## config.mk

```make
export PLATFORM = sky130hd
export DESIGN_NAME = n4_b10_down_timer_flat
export DESIGN_NICKNAME = d
export VERILOG_FILES = /design/src/rtl/n4_b10_down_timer_if.sv /design/src/rtl/n4_b10_down_timer.sv /design/src/flat_wrapper.sv
export SDC_FILE = /design/constraint.sdc
export NUM_CORES = 1
export LEC_CHECK = 0
export CAP_MARGIN = 25
export CORE_UTILIZATION = 25
export CTS_BUF_LIST = sky130_fd_sc_hd__clkbuf_4
export DETAILED_ROUTE_END_ITERATION = 8
export PLACE_DENSITY = 0.47
export SLEW_MARGIN = 15
export SYNTH_ARGS = -nofsm -noshare
export SYNTH_HDL_FRONTEND = slang
export SYNTH_SLANG_ARGS = --single-unit
export TNS_END_PERCENT = 30
```

## constraint.sdc

```tcl
create_clock -name clock -period 2.35 [get_ports clock]
set_input_delay 0.47 -clock clock [delete_from_list [all_inputs] [get_ports clock]]
set_output_delay 0.47 -clock clock [all_outputs]
set_load 0.005 [all_outputs]
```

## src/rtl/n4_b10_down_timer_if.sv

```systemverilog
// Control/data bundle for n4_b10_down_timer.
// master: the parent block that presets and enables the timer.
// slave: the timer itself.
interface n4_b10_down_timer_if;
  logic       load;
  logic [3:0] d33_d30;
  logic [3:0] d23_d20;
  logic [3:0] d13_d10;
  logic [3:0] d03_d00;
  logic       ei;
  logic [3:0] q33_q30;
  logic [3:0] q23_q20;
  logic [3:0] q13_q10;
  logic [3:0] q03_q00;
  logic       eu;
  logic       busy;
  logic       done;

  modport master (
    output load, d33_d30, d23_d20, d13_d10, d03_d00, ei,
    input  q33_q30, q23_q20, q13_q10, q03_q00, eu, busy, done
  );

  modport slave (
    input  load, d33_d30, d23_d20, d13_d10, d03_d00, ei,
    output q33_q30, q23_q20, q13_q10, q03_q00, eu, busy, done
  );
endinterface

```

## src/rtl/n4_b10_down_timer.sv

```systemverilog
// 4-digit BCD presettable down timer (0000-9999) with IDLE/RUN/DONE control.
// Optional feature macro: N4_B10_DOWN_TIMER_AUTORELOAD_EN keeps a copy of the
// last preset and restarts from it after each expiry.
module n4_b10_down_timer (
  input  logic                  clock,
  input  logic                  reset_,
  n4_b10_down_timer_if.slave    bus
);

  typedef enum logic [1:0] {StIdle = 2'd0, StRun = 2'd1, StDone = 2'd2} state_e;

  state_e      state_q;
  logic [15:0] count_q;
  logic [15:0] preset_san;
  logic [15:0] count_dec;

`ifdef N4_B10_DOWN_TIMER_AUTORELOAD_EN
  logic [15:0] preset_q;
`endif

  // Clamp a non-decimal digit to 9.
  function automatic logic [3:0] sat_digit(input logic [3:0] d);
    return (d > 4'd9) ? 4'd9 : d;
  endfunction

  // Sanitise each preset digit independently.
  always_comb begin
    preset_san = {sat_digit(bus.d33_d30), sat_digit(bus.d23_d20),
                  sat_digit(bus.d13_d10), sat_digit(bus.d03_d00)};
  end

  // BCD decrement with borrow rippling from units towards thousands.
  always_comb begin
    logic       borrow;
    logic [3:0] digit;
    count_dec = count_q;
    borrow    = 1'b1;
    digit     = 4'd0;
    for (int i = 0; i < 4; i++) begin
      digit = count_q[4*i +: 4];
      if (borrow) begin
        if (digit == 4'd0) begin
          count_dec[4*i +: 4] = 4'd9;
        end else begin
          count_dec[4*i +: 4] = digit - 4'd1;
          borrow              = 1'b0;
        end
      end
    end
  end

  // Control FSM and count register; load overrides every state.
  always_ff @(posedge clock or negedge reset_) begin
    if (!reset_) begin
      state_q  <= StIdle;
      count_q  <= '0;
`ifdef N4_B10_DOWN_TIMER_AUTORELOAD_EN
      preset_q <= '0;
`endif
    end else if (bus.load) begin
      count_q  <= preset_san;
      state_q  <= (preset_san != 16'h0000) ? StRun : StDone;
`ifdef N4_B10_DOWN_TIMER_AUTORELOAD_EN
      preset_q <= preset_san;
`endif
    end else begin
      unique case (state_q)
        StIdle: ;
        StRun: begin
          if (bus.ei) begin
            // Terminal step: land on 0000 and report expiry next cycle.
            if (count_q == 16'h0001) begin
              count_q <= '0;
              state_q <= StDone;
            end else begin
              count_q <= count_dec;
            end
          end
        end
        StDone: begin
`ifdef N4_B10_DOWN_TIMER_AUTORELOAD_EN
          // A zero copy must not loop through DONE forever.
          if (preset_q != 16'h0000) begin
            count_q <= preset_q;
            state_q <= StRun;
          end else begin
            state_q <= StIdle;
          end
`else
          state_q <= StIdle;
`endif
        end
        default: state_q <= StIdle;
      endcase
    end
  end

  // Output decode; eu is combinational so chained timers see it in the same cycle.
  always_comb begin
    bus.q33_q30 = count_q[15:12];
    bus.q23_q20 = count_q[11:8];
    bus.q13_q10 = count_q[7:4];
    bus.q03_q00 = count_q[3:0];
    bus.busy    = (state_q == StRun);
    bus.done    = (state_q == StDone);
    bus.eu      = (state_q == StRun) && bus.ei && (count_q == 16'h0001);
  end

endmodule

```

## src/flat_wrapper.sv

```systemverilog
// flat-port wrapper written by rule: the top's interface ports become plain ports
module n4_b10_down_timer_flat 
  (clock, reset_, bus_load, bus_d33_d30, bus_d23_d20, bus_d13_d10, bus_d03_d00, bus_ei, bus_q33_q30, bus_q23_q20, bus_q13_q10, bus_q03_q00, bus_eu, bus_busy, bus_done);
  n4_b10_down_timer_if bus_i ();
  input  logic clock;
  input  logic reset_;
  input wire logic [$bits(bus_i.load)-1:0] bus_load;
  input wire logic [$bits(bus_i.d33_d30)-1:0] bus_d33_d30;
  input wire logic [$bits(bus_i.d23_d20)-1:0] bus_d23_d20;
  input wire logic [$bits(bus_i.d13_d10)-1:0] bus_d13_d10;
  input wire logic [$bits(bus_i.d03_d00)-1:0] bus_d03_d00;
  input wire logic [$bits(bus_i.ei)-1:0] bus_ei;
  output wire logic [$bits(bus_i.q33_q30)-1:0] bus_q33_q30;
  output wire logic [$bits(bus_i.q23_q20)-1:0] bus_q23_q20;
  output wire logic [$bits(bus_i.q13_q10)-1:0] bus_q13_q10;
  output wire logic [$bits(bus_i.q03_q00)-1:0] bus_q03_q00;
  output wire logic [$bits(bus_i.eu)-1:0] bus_eu;
  output wire logic [$bits(bus_i.busy)-1:0] bus_busy;
  output wire logic [$bits(bus_i.done)-1:0] bus_done;
  assign bus_i.load = bus_load;
  assign bus_i.d33_d30 = bus_d33_d30;
  assign bus_i.d23_d20 = bus_d23_d20;
  assign bus_i.d13_d10 = bus_d13_d10;
  assign bus_i.d03_d00 = bus_d03_d00;
  assign bus_i.ei = bus_ei;
  assign bus_q33_q30 = bus_i.q33_q30;
  assign bus_q23_q20 = bus_i.q23_q20;
  assign bus_q13_q10 = bus_i.q13_q10;
  assign bus_q03_q00 = bus_i.q03_q00;
  assign bus_eu = bus_i.eu;
  assign bus_busy = bus_i.busy;
  assign bus_done = bus_i.done;
  n4_b10_down_timer u_core (.clock(clock), .reset_(reset_), .bus(bus_i));
endmodule
```

* Word-level counts from Yosys, hierarchy flattened
Index checks and enable logic that the tools add are counted.
Storage, ports and cells: word-level logic and storage cells 62, register bits after elaboration 18, output and inout port bits 19
Cells by class: $lt $le $gt $ge 4, muxes and demuxes 25, add/subtract/negate cells 4, reductions and logical operators 18, equality and inequality tests 6
Operator list (number):
- 16-bit two-way mux | 4
- 4-bit two-way mux | 11
- 16-bit by 1-bit equality test with 1-bit output (second input constant) | 1
- 4-bit > comparator (second input constant) | 4
- 4-bit logical NOT | 4
- 16-bit nonzero test | 1
- 4-bit by 1-bit subtractor with 4-bit output (second input constant) | 4
- 3-bit AND reduction | 4
- 3-bit nonzero test | 3
- 2-bit two-way mux | 4
- 1-bit two-way mux | 5
- 2-bit one-hot mux with 2 select lines | 1
- 2-bit nonzero test | 2
- 3-bit by 2-bit != test with 1-bit output (second input constant) | 1
- 3-bit != test (second input constant) | 1
- 2-bit by 1-bit equality test with 1-bit output (second input constant) | 1
- 2-bit equality test (second input constant) | 1
- 1-bit logical AND | 2
- 2-bit logical NOT | 1
- 2-bit != test (second input constant) | 1
- 2-bit AND reduction | 1

* Depth between registers and ports, before layout
Gate-level depths: netlist of the first run.
depth in word-level cells 9, mapped depth 6

* Worst setup path before layout of the first run
Ideal clock, no wire load.
path kind reg2reg, start reg u_core.count_q[12], end reg u_core.count_q[15], slack 0.283 ns, period minus slack after synthesis 2.067 ns, library setup time 0.125 ns, data arrival time 1.942 ns, stages on the path, launching flop included 7, data required time 2.225 ns, cells stage by stage dfrtp_1 -> inv_1 -> ha_1 -> or3b_4 -> o41ai_4 -> o32ai_1 -> mux2_2
On the way: longest elaborated chain between the ends 7
Ends and longest elaborated chain:
- from (decl) | RTL line n4_b10_down_timer.sv:13 | logic [15:0] count_q;
- from (signal assigned) | RTL line n4_b10_down_timer.sv:61 | count_q <= preset_san;
- from (signal assigned) | RTL line n4_b10_down_timer.sv:76 | count_q <= count_dec;
- 4-bit by 1-bit subtractor with 4-bit output / 4-bit logical NOT (equally long branches) | RTL line n4_b10_down_timer.sv:45, n4_b10_down_timer.sv:42
- 4-bit two-way mux | RTL line n4_b10_down_timer.sv:42 | if (digit == 4'd0) begin
- 4-bit two-way mux | RTL line n4_b10_down_timer.sv:41 | if (borrow) begin
- 16-bit two-way mux | RTL line n4_b10_down_timer.sv:72 | if (count_q == 16'h0001) begin
- 16-bit two-way mux | RTL line n4_b10_down_timer.sv:70 | if (bus.ei) begin
- 16-bit two-way mux | RTL line n4_b10_down_timer.sv:67 | unique case (state_q)
- 16-bit two-way mux | RTL line n4_b10_down_timer.sv:60 | end else if (bus.load) begin
Parallel ways exist; a longest one is shown, timed or not. The select of a mux whose other input is x is not followed. A chain may end at the register's enable or synchronous reset.

* Worst setup path in the final report of the first run
start reg u_core.count_q[8], end out bus_eu
On the way: longest elaborated chain between the ends 2
Ends and longest elaborated chain:
- 16-bit by 1-bit equality test with 1-bit output | RTL line n4_b10_down_timer.sv:106 | bus.eu = (state_q == StRun) && bus.ei && (count_q == 16'h0001);
- 1-bit logical AND | RTL line n4_b10_down_timer.sv:106
- to (decl) | RTL line flat_wrapper.sv:17 | output wire logic [$bits(bus_i.eu)-1:0] bus_eu;
No other way between the ends.

==> qor.txt, run 1 <==
die width - 77.2 um
Lkg Pwr - 0.974 nW
Hold WC Path Type - input port to asynchronous set/reset pin
die height - 77.2 um
IO Port Bufs - 38
most common cell after layout, fill and taps aside - buf_4
clock sink count - 18
crit path from - u_core.count_q[8]$_DFFE_PN0P_
drt pass-1 iters - 4
reg2reg start - u_core.count_q[12]$_DFFE_PN0P_
fill count - 586
GR Util met1 - 0.220
Crit Path Class - flop to output port
Mapped Area - 1410 sq um
top cell type by total area after synthesis - dfrtp_1
worst endpoint required time - 1.88 ns
Antenna Cells - 0
Final setup viols - 0
largest net degree at the start of global routing - 19
Async SR Flop Fraction - 1.00
cells after synthesis - 166
post-synthesis sequential area ratio - 0.319
Slew @ Worst Pin - 0.337 ns
final core occ - 0.408
Root Driver - clkbuf_4
CP endpoint kind - output port
wire per inst - 15.0 um
R2R depth - 7
Pins Over Slew Limit - 0
gp weighted congestion - 0.852
Startpoint Class - flop
met3 Use GR - 0.0238
Post-synth EDFFs - 0
# rows - 27
Core Area - 5470 sq um
first-pass GRT wire length - 7.71 mm
total grt overflow - 0
initial core utilization - 0.258
# DRC - 0
Tmin final - 2.22 ns
peak supply drop - 285 uV
initial DRC count - 79
worst-path maximum fanout - 3
most used routing layer - met2
PD cells - 543 nW/um^2
CTS Hold Bufs - 0
number of H-tree levels - 1
Final Cycle Share - 0.945
clk slew on worst S/H paths - 0.12 ns
die area - 5960 sq um
via count - 1590
met2 Use GR - 0.269
outcome - completed
Hold Fails Final Rpt - 0
Worst EP arrival - 1.75 ns
DP Wirelength - 3.57 mm
Fmax achieved - 450 MHz
post-synth top area share - 0.319
Max-Cap Viols - 0
all-layer global routing usage - 0.165
clock latency on the worst-skew pair - 0.31 ns
Final Power - 1.21 mW
number of antenna-violating nets in the routed design - 0
most frequent cells in the layout - buf_4, clkdlybuf4s50_1, dfrtp_1, inv_1, a21oi_1
r2r endpoint - u_core.count_q[4]$_DFFE_PN0P_
critical path endpoint - bus_eu
Slew headroom - 0.773
initial antenna violation count - 0
share of cells above drive strength 1 - 0.252
Via density - 5.06
YS warnings - 0
count of cell types in the netlist - 43
Routed WL - 4.72 mm
Worst Skew - 0.00771 ns
syn_nets - 194
leading post-synthesis cells by cell area - dfrtp_1, ha_1, a21oi_1
area grow syn2layout - 57.8%
Seq cells post-synth - 18
vias in the first global route - 1574
Boundary Pins - 39
TritonCTS Buffers - 3
Mapped Avg Cell Area - 8.52 sq um
flop2flop setup slack - 0.19 ns
Post-synth top flop - dfrtp_1
TritonCTS clock tree - yes
clk buf depth - 2
Final #Nets - 272
## layer usage
layer  wire [um]  up-vias  part of all wire
met5           0        -                 0
met2        2220       49              0.47
met1        2260      753              0.48
li1            -      779                 -
met3         171        9             0.036
met4          67        0             0.014
## metrics by stage
stage / hold WS [ns] / instances / instance area [sq um] / worst slack [ns] / TNS (ns)
after floorplan: 0.174 / 166 / 1410 / 0.283 / 0
after global placement: 0.555 / 303 / 2090 / 0.0343 / 0
after detailed placement: 0.574 / 303 / 2090 / 0.0184 / 0
after CTS: 0.499 / 312 / 2210 / 0.110 / 0
after global routing: 0.496 / 314 / 2230 / -0.00319 / -0.00319
final: 0.481 / 314 / 2230 / 0.130 / 0
## power breakdown
group          internal, mW  switching (mW)  total (mW)
Sequential            0.362          0.0473       0.409
Clock                0.0599           0.114       0.174
Combinational         0.354           0.273       0.627
## cells in the mapped netlist (3+ instances only)
cell type  number
nor4_1          5
nand2_1         6
o211ai_1        3
o21ai_0        11
nor3_1          4
a31oi_1         7
mux2i_1         3
nor2_1         14
nor3b_1         5
a21oi_1        16
or3b_4          3
nand4_1         3
nor2b_1         3
o31ai_1         4
nand3_1         3
ha_1            8
dfrtp_1        18
inv_1          18
## worst min path at each step
stage,from,to
global route,reset_,u_core.count_q[13]$_DFFE_PN0P_
CTS,reset_,u_core.state_q[0]$_DFFE_PN0P_
finish,reset_,u_core.count_q[13]$_DFFE_PN0P_
detailed placement,u_core.count_q[13]$_DFFE_PN0P_,u_core.count_q[13]$_DFFE_PN0P_
global placement,u_core.count_q[12]$_DFFE_PN0P_,u_core.count_q[12]$_DFFE_PN0P_
floorplan,reset_,u_core.count_q[0]$_DFFE_PN0P_
## timing repair
action / CTS / global route
setup endpoints to repair: 1 / 1
gates resized for setup: 12 / 1
cloned: 0 / 0
pin swaps: 3 / 1
buffers inserted: 6 / 2
## cells by family (layout without fill, tap and decap cells)
| logic type | after synthesis | in the layout | share of synthesized area |
|---|---|---|---|
| multiplexers | 4 | 4 | 0.0292 |
| AND/OR/NAND/NOR | 55 | 55 | 0.229 |
| flip-flops | 18 | 18 | 0.319 |
| AO/OA/AOI/OAI | 59 | 59 | 0.288 |
| adder cells (fa/ha/maj) | 8 | 8 | 0.0708 |
| buffers and inverters | 22 | 98 | 0.0646 |
## cell type report
type	instances	area, sq um	area share
Multi-Input combinational cell	126	928	0.416
Timing Repair Buffer	77	672	0.301
Sequential cell	18	450	0.202
Tap cell	72	90.1	0.0404
Inverter	18	67.6	0.0303
Clock buffer	3	22.5	0.0101
## worst max-delay path: stages (launching register included)
cell           delay, ns
dfrtp_1             0.40
inv_1               0.08
ha_1                0.17
nor3b_4             0.23
nand4_1             0.17
nor2_2              0.15
dlygate4sd2_1       0.24
## sequential cells by signal (all words and copies together), names as in the netlist
name            count
u_core.state_q      2
u_core.count_q     16
Power figures use the tool's default switching activity.
==> run 2: changes to the inputs <==
--- a/config.mk
+++ b/config.mk
@@ -6,10 +6,12 @@
 export NUM_CORES = 1
 export LEC_CHECK = 0
 export CAP_MARGIN = 25
+export CORE_MARGIN = 10
 export CORE_UTILIZATION = 25
 export CTS_BUF_LIST = sky130_fd_sc_hd__clkbuf_4
 export DETAILED_ROUTE_END_ITERATION = 8
 export PLACE_DENSITY = 0.47
+export SKIP_CTS_REPAIR_TIMING = 1
 export SLEW_MARGIN = 15
 export SYNTH_ARGS = -nofsm -noshare
 export SYNTH_HDL_FRONTEND = slang
==> run 2 against run 1 <==
- clock skew is essentially flat
- hold slack gained 0.012 ns
- power shrank 1.8%
- sequential share of layout area grew 0.87 points
- design area shrank 4.2%
- critical path type is now flop to flop
- clock power shrank 3%
- combinational power shrank 3%
==> qor.txt, run 2 (synthesis results as in run 1) <==
outcome - completed
crit path from - u_core.count_q[13]$_DFFE_PN0P_
Lkg Pwr - 0.929 nW (-4.7%)
highest metal used - met4
Final Power - 1.19 mW (-1.8%)
max reg flops - 16 (unchanged)
total grt overflow - 0 (unchanged)
Final #Nets - 262 (-3.7%)
clk buf depth - 2 (unchanged)
Root Driver - clkbuf_4
Worst EP arrival - 2.43 ns (+0.68 ns)
critical path endpoint - u_core.count_q[4]$_DFFE_PN0P_
TritonCTS Buffers - 3 (unchanged)
clock latency on the worst-skew pair - 0.30 ns (about the same)
Metal-1 WL - 2.27 mm (+0.40%)
Int Power - 0.766 mW (-1.2%)
worst endpoint required time - 2.54 ns (+0.66 ns)
die area - 9060 sq um (+52%)
Largest Register - u_core.count_q
initial antenna violation count - 0 (unchanged)
NetSw - 0.422 mW (-3.0%)
via count - 1529 (-3.8%)
Worst Skew - 0.00786 ns (+0.000155 ns)
Hold WC Path Type - input port to asynchronous set/reset pin
met2 wire length - 2.37 mm (+6.5%)
post-layout instance area - 2140 sq um (-4.2%)
drt pass-1 iters - 4 (unchanged)
first-pass GRT wire length - 7.81 mm (+1.3%)
Tmin final - 2.24 ns (+0.0206 ns)
PD cells - 556 nW/um^2 (+2.4%)
worst hold slack - 0.493 ns (+0.0121 ns)
Routed WL - 4.95 mm (+4.9%)
r2r endpoint - u_core.count_q[4]$_DFFE_PN0P_
Pins Over Slew Limit - 0 (unchanged)
Startpoint Class - flop
die width - 95.2 um (+23%)
Final setup viols - 0 (unchanged)
Slew @ Worst Pin - 0.416 ns (+0.0795 ns)
Boundary Pins - 39 (unchanged)
Final Cycle Share - 0.953 (+0.00875)
Core Area - 5510 sq um (+0.62%)
CP endpoint kind - flop
Fmax achieved - 446 MHz (-0.92%)
IO Port Bufs - 38 (unchanged)
flop2flop setup slack - 0.11 ns (-0.08 ns)
Post-DP Area - 2080 sq um (-0.72%)
largest net degree at the start of global routing - 19 (unchanged)
share of cells above drive strength 1 - 0.215 (-0.0375)
reg2reg start - u_core.count_q[13]$_DFFE_PN0P_
peak supply drop - 245 uV (-14%)
vias in the first global route - 1562 (-0.76%)
number of antenna-violating nets in the routed design - 0 (unchanged)
# DRC - 0 (unchanged)
initial DRC count - 68 (-14%)
gp weighted congestion - 0.872 (+2.4%)
met3 WL - 286 um (+67%)
number of H-tree levels - 1 (unchanged)
Slew headroom - 0.722 (-0.0509)
R2R depth - 8 (+1)
worst-path maximum fanout - 4 (+1)
die height - 95.2 um (+23%)
# rows - 27 (unchanged)
area grow syn2layout - 51.2%
Hold Fails Final Rpt - 0 (unchanged)
all-layer global routing usage - 0.109 (-0.0561)
clock sink count - 18 (unchanged)
DP Wirelength - 3.95 mm (+10%)
wire per inst - 16.2 um (+7.9%)
TritonCTS clock tree - yes
switch share - 0.355 (-0.00420)
Comb pwr share - 0.514 (-0.004)
Via density - 5.01 (-1.0%)
clock power share - 0.142 (-0.002)
Antenna Cells - 0 (unchanged)
setup TNS - 0 ns (unchanged)
Crit Path Class - flop to flop
Max-Cap Viols - 0 (unchanged)
most frequent cells in the layout - clkdlybuf4s50_1, buf_4, dfrtp_1, inv_1, a21oi_1
power share of the sequential group - 0.344 (+0.006)
most common cell after layout, fill and taps aside - clkdlybuf4s50_1
Largest regs - u_core.count_q x16, u_core.state_q x2
initial core utilization - 0.257 (-0.00158)
clk slew on worst S/H paths - 0.12 ns (about the same)
[run 2: critical path, stage by stage (launching register included)]
cell and delay (ns):
dfrtp_1 0.42, inv_1 0.09, ha_2 0.20, buf_4 0.12
or3b_4 0.40, o41ai_4 0.36, buf_4 0.19, a31oi_1 0.04
o32a_1 0.29
[run 2: final cells by class]
| cell class | instances | area [sq um] |
|---|---|---|
| timing repair buffer | 67 | 601 |
| tap | 72 | 90.1 |
| clock inverter | 1 | 3.75 |
| clock buffer | 3 | 22.5 |
| fill | 575 | 3370 |
| sequential | 18 | 450 |
| inverter | 18 | 67.6 |
| multi-input combinational | 126 | 903 |
[run 2: metal layers]
| metal | global-route usage | up-vias |
|---|---|---|
| met5 | 0 | - |
| met4 | 0.0249 | 0 |
| met3 | 0.0259 | 4 |
| met2 | 0.182 | 33 |
| met1 | 0.138 | 725 |
| li1 | - | 767 |
[run 2: power by group through the flow]
stage               Sequential [mW]  Combinational, mW  Clock, mW
floorplan                     0.431              0.254          0
global placement              0.407              0.605          0
detailed placement            0.409              0.603          0
CTS                           0.402              0.608      0.184
global route                  0.417              0.676      0.202
finish                        0.409              0.611      0.168
[run 2: metrics by stage]
step / worst slack, ns / util / std cells
finish: 0.109 / 0.388 / 305
detailed placement: 0.0273 / 0.377 / 301
global route: -0.00379 / 0.388 / 305
CTS: -0.357 / 0.382 / 305
floorplan: 0.283 / - / 166
global placement: 0.0729 / 0.377 / 301
[run 2: how the worst min path moves through the flow]
| stage | endpoint | from | depth (start not counted) |
|---|---|---|---|
| after global placement | u_core.count_q[12]$_DFFE_PN0P_ | u_core.count_q[12]$_DFFE_PN0P_ | 2 |
| after CTS | u_core.count_q[13]$_DFFE_PN0P_ | reset_ | 2 |
| after global routing | u_core.count_q[13]$_DFFE_PN0P_ | reset_ | 2 |
| after floorplan | u_core.count_q[0]$_DFFE_PN0P_ | reset_ | 0 |
| after detailed placement | u_core.count_q[12]$_DFFE_PN0P_ | u_core.count_q[12]$_DFFE_PN0P_ | 2 |
| final | u_core.count_q[13]$_DFFE_PN0P_ | reset_ | 2 |
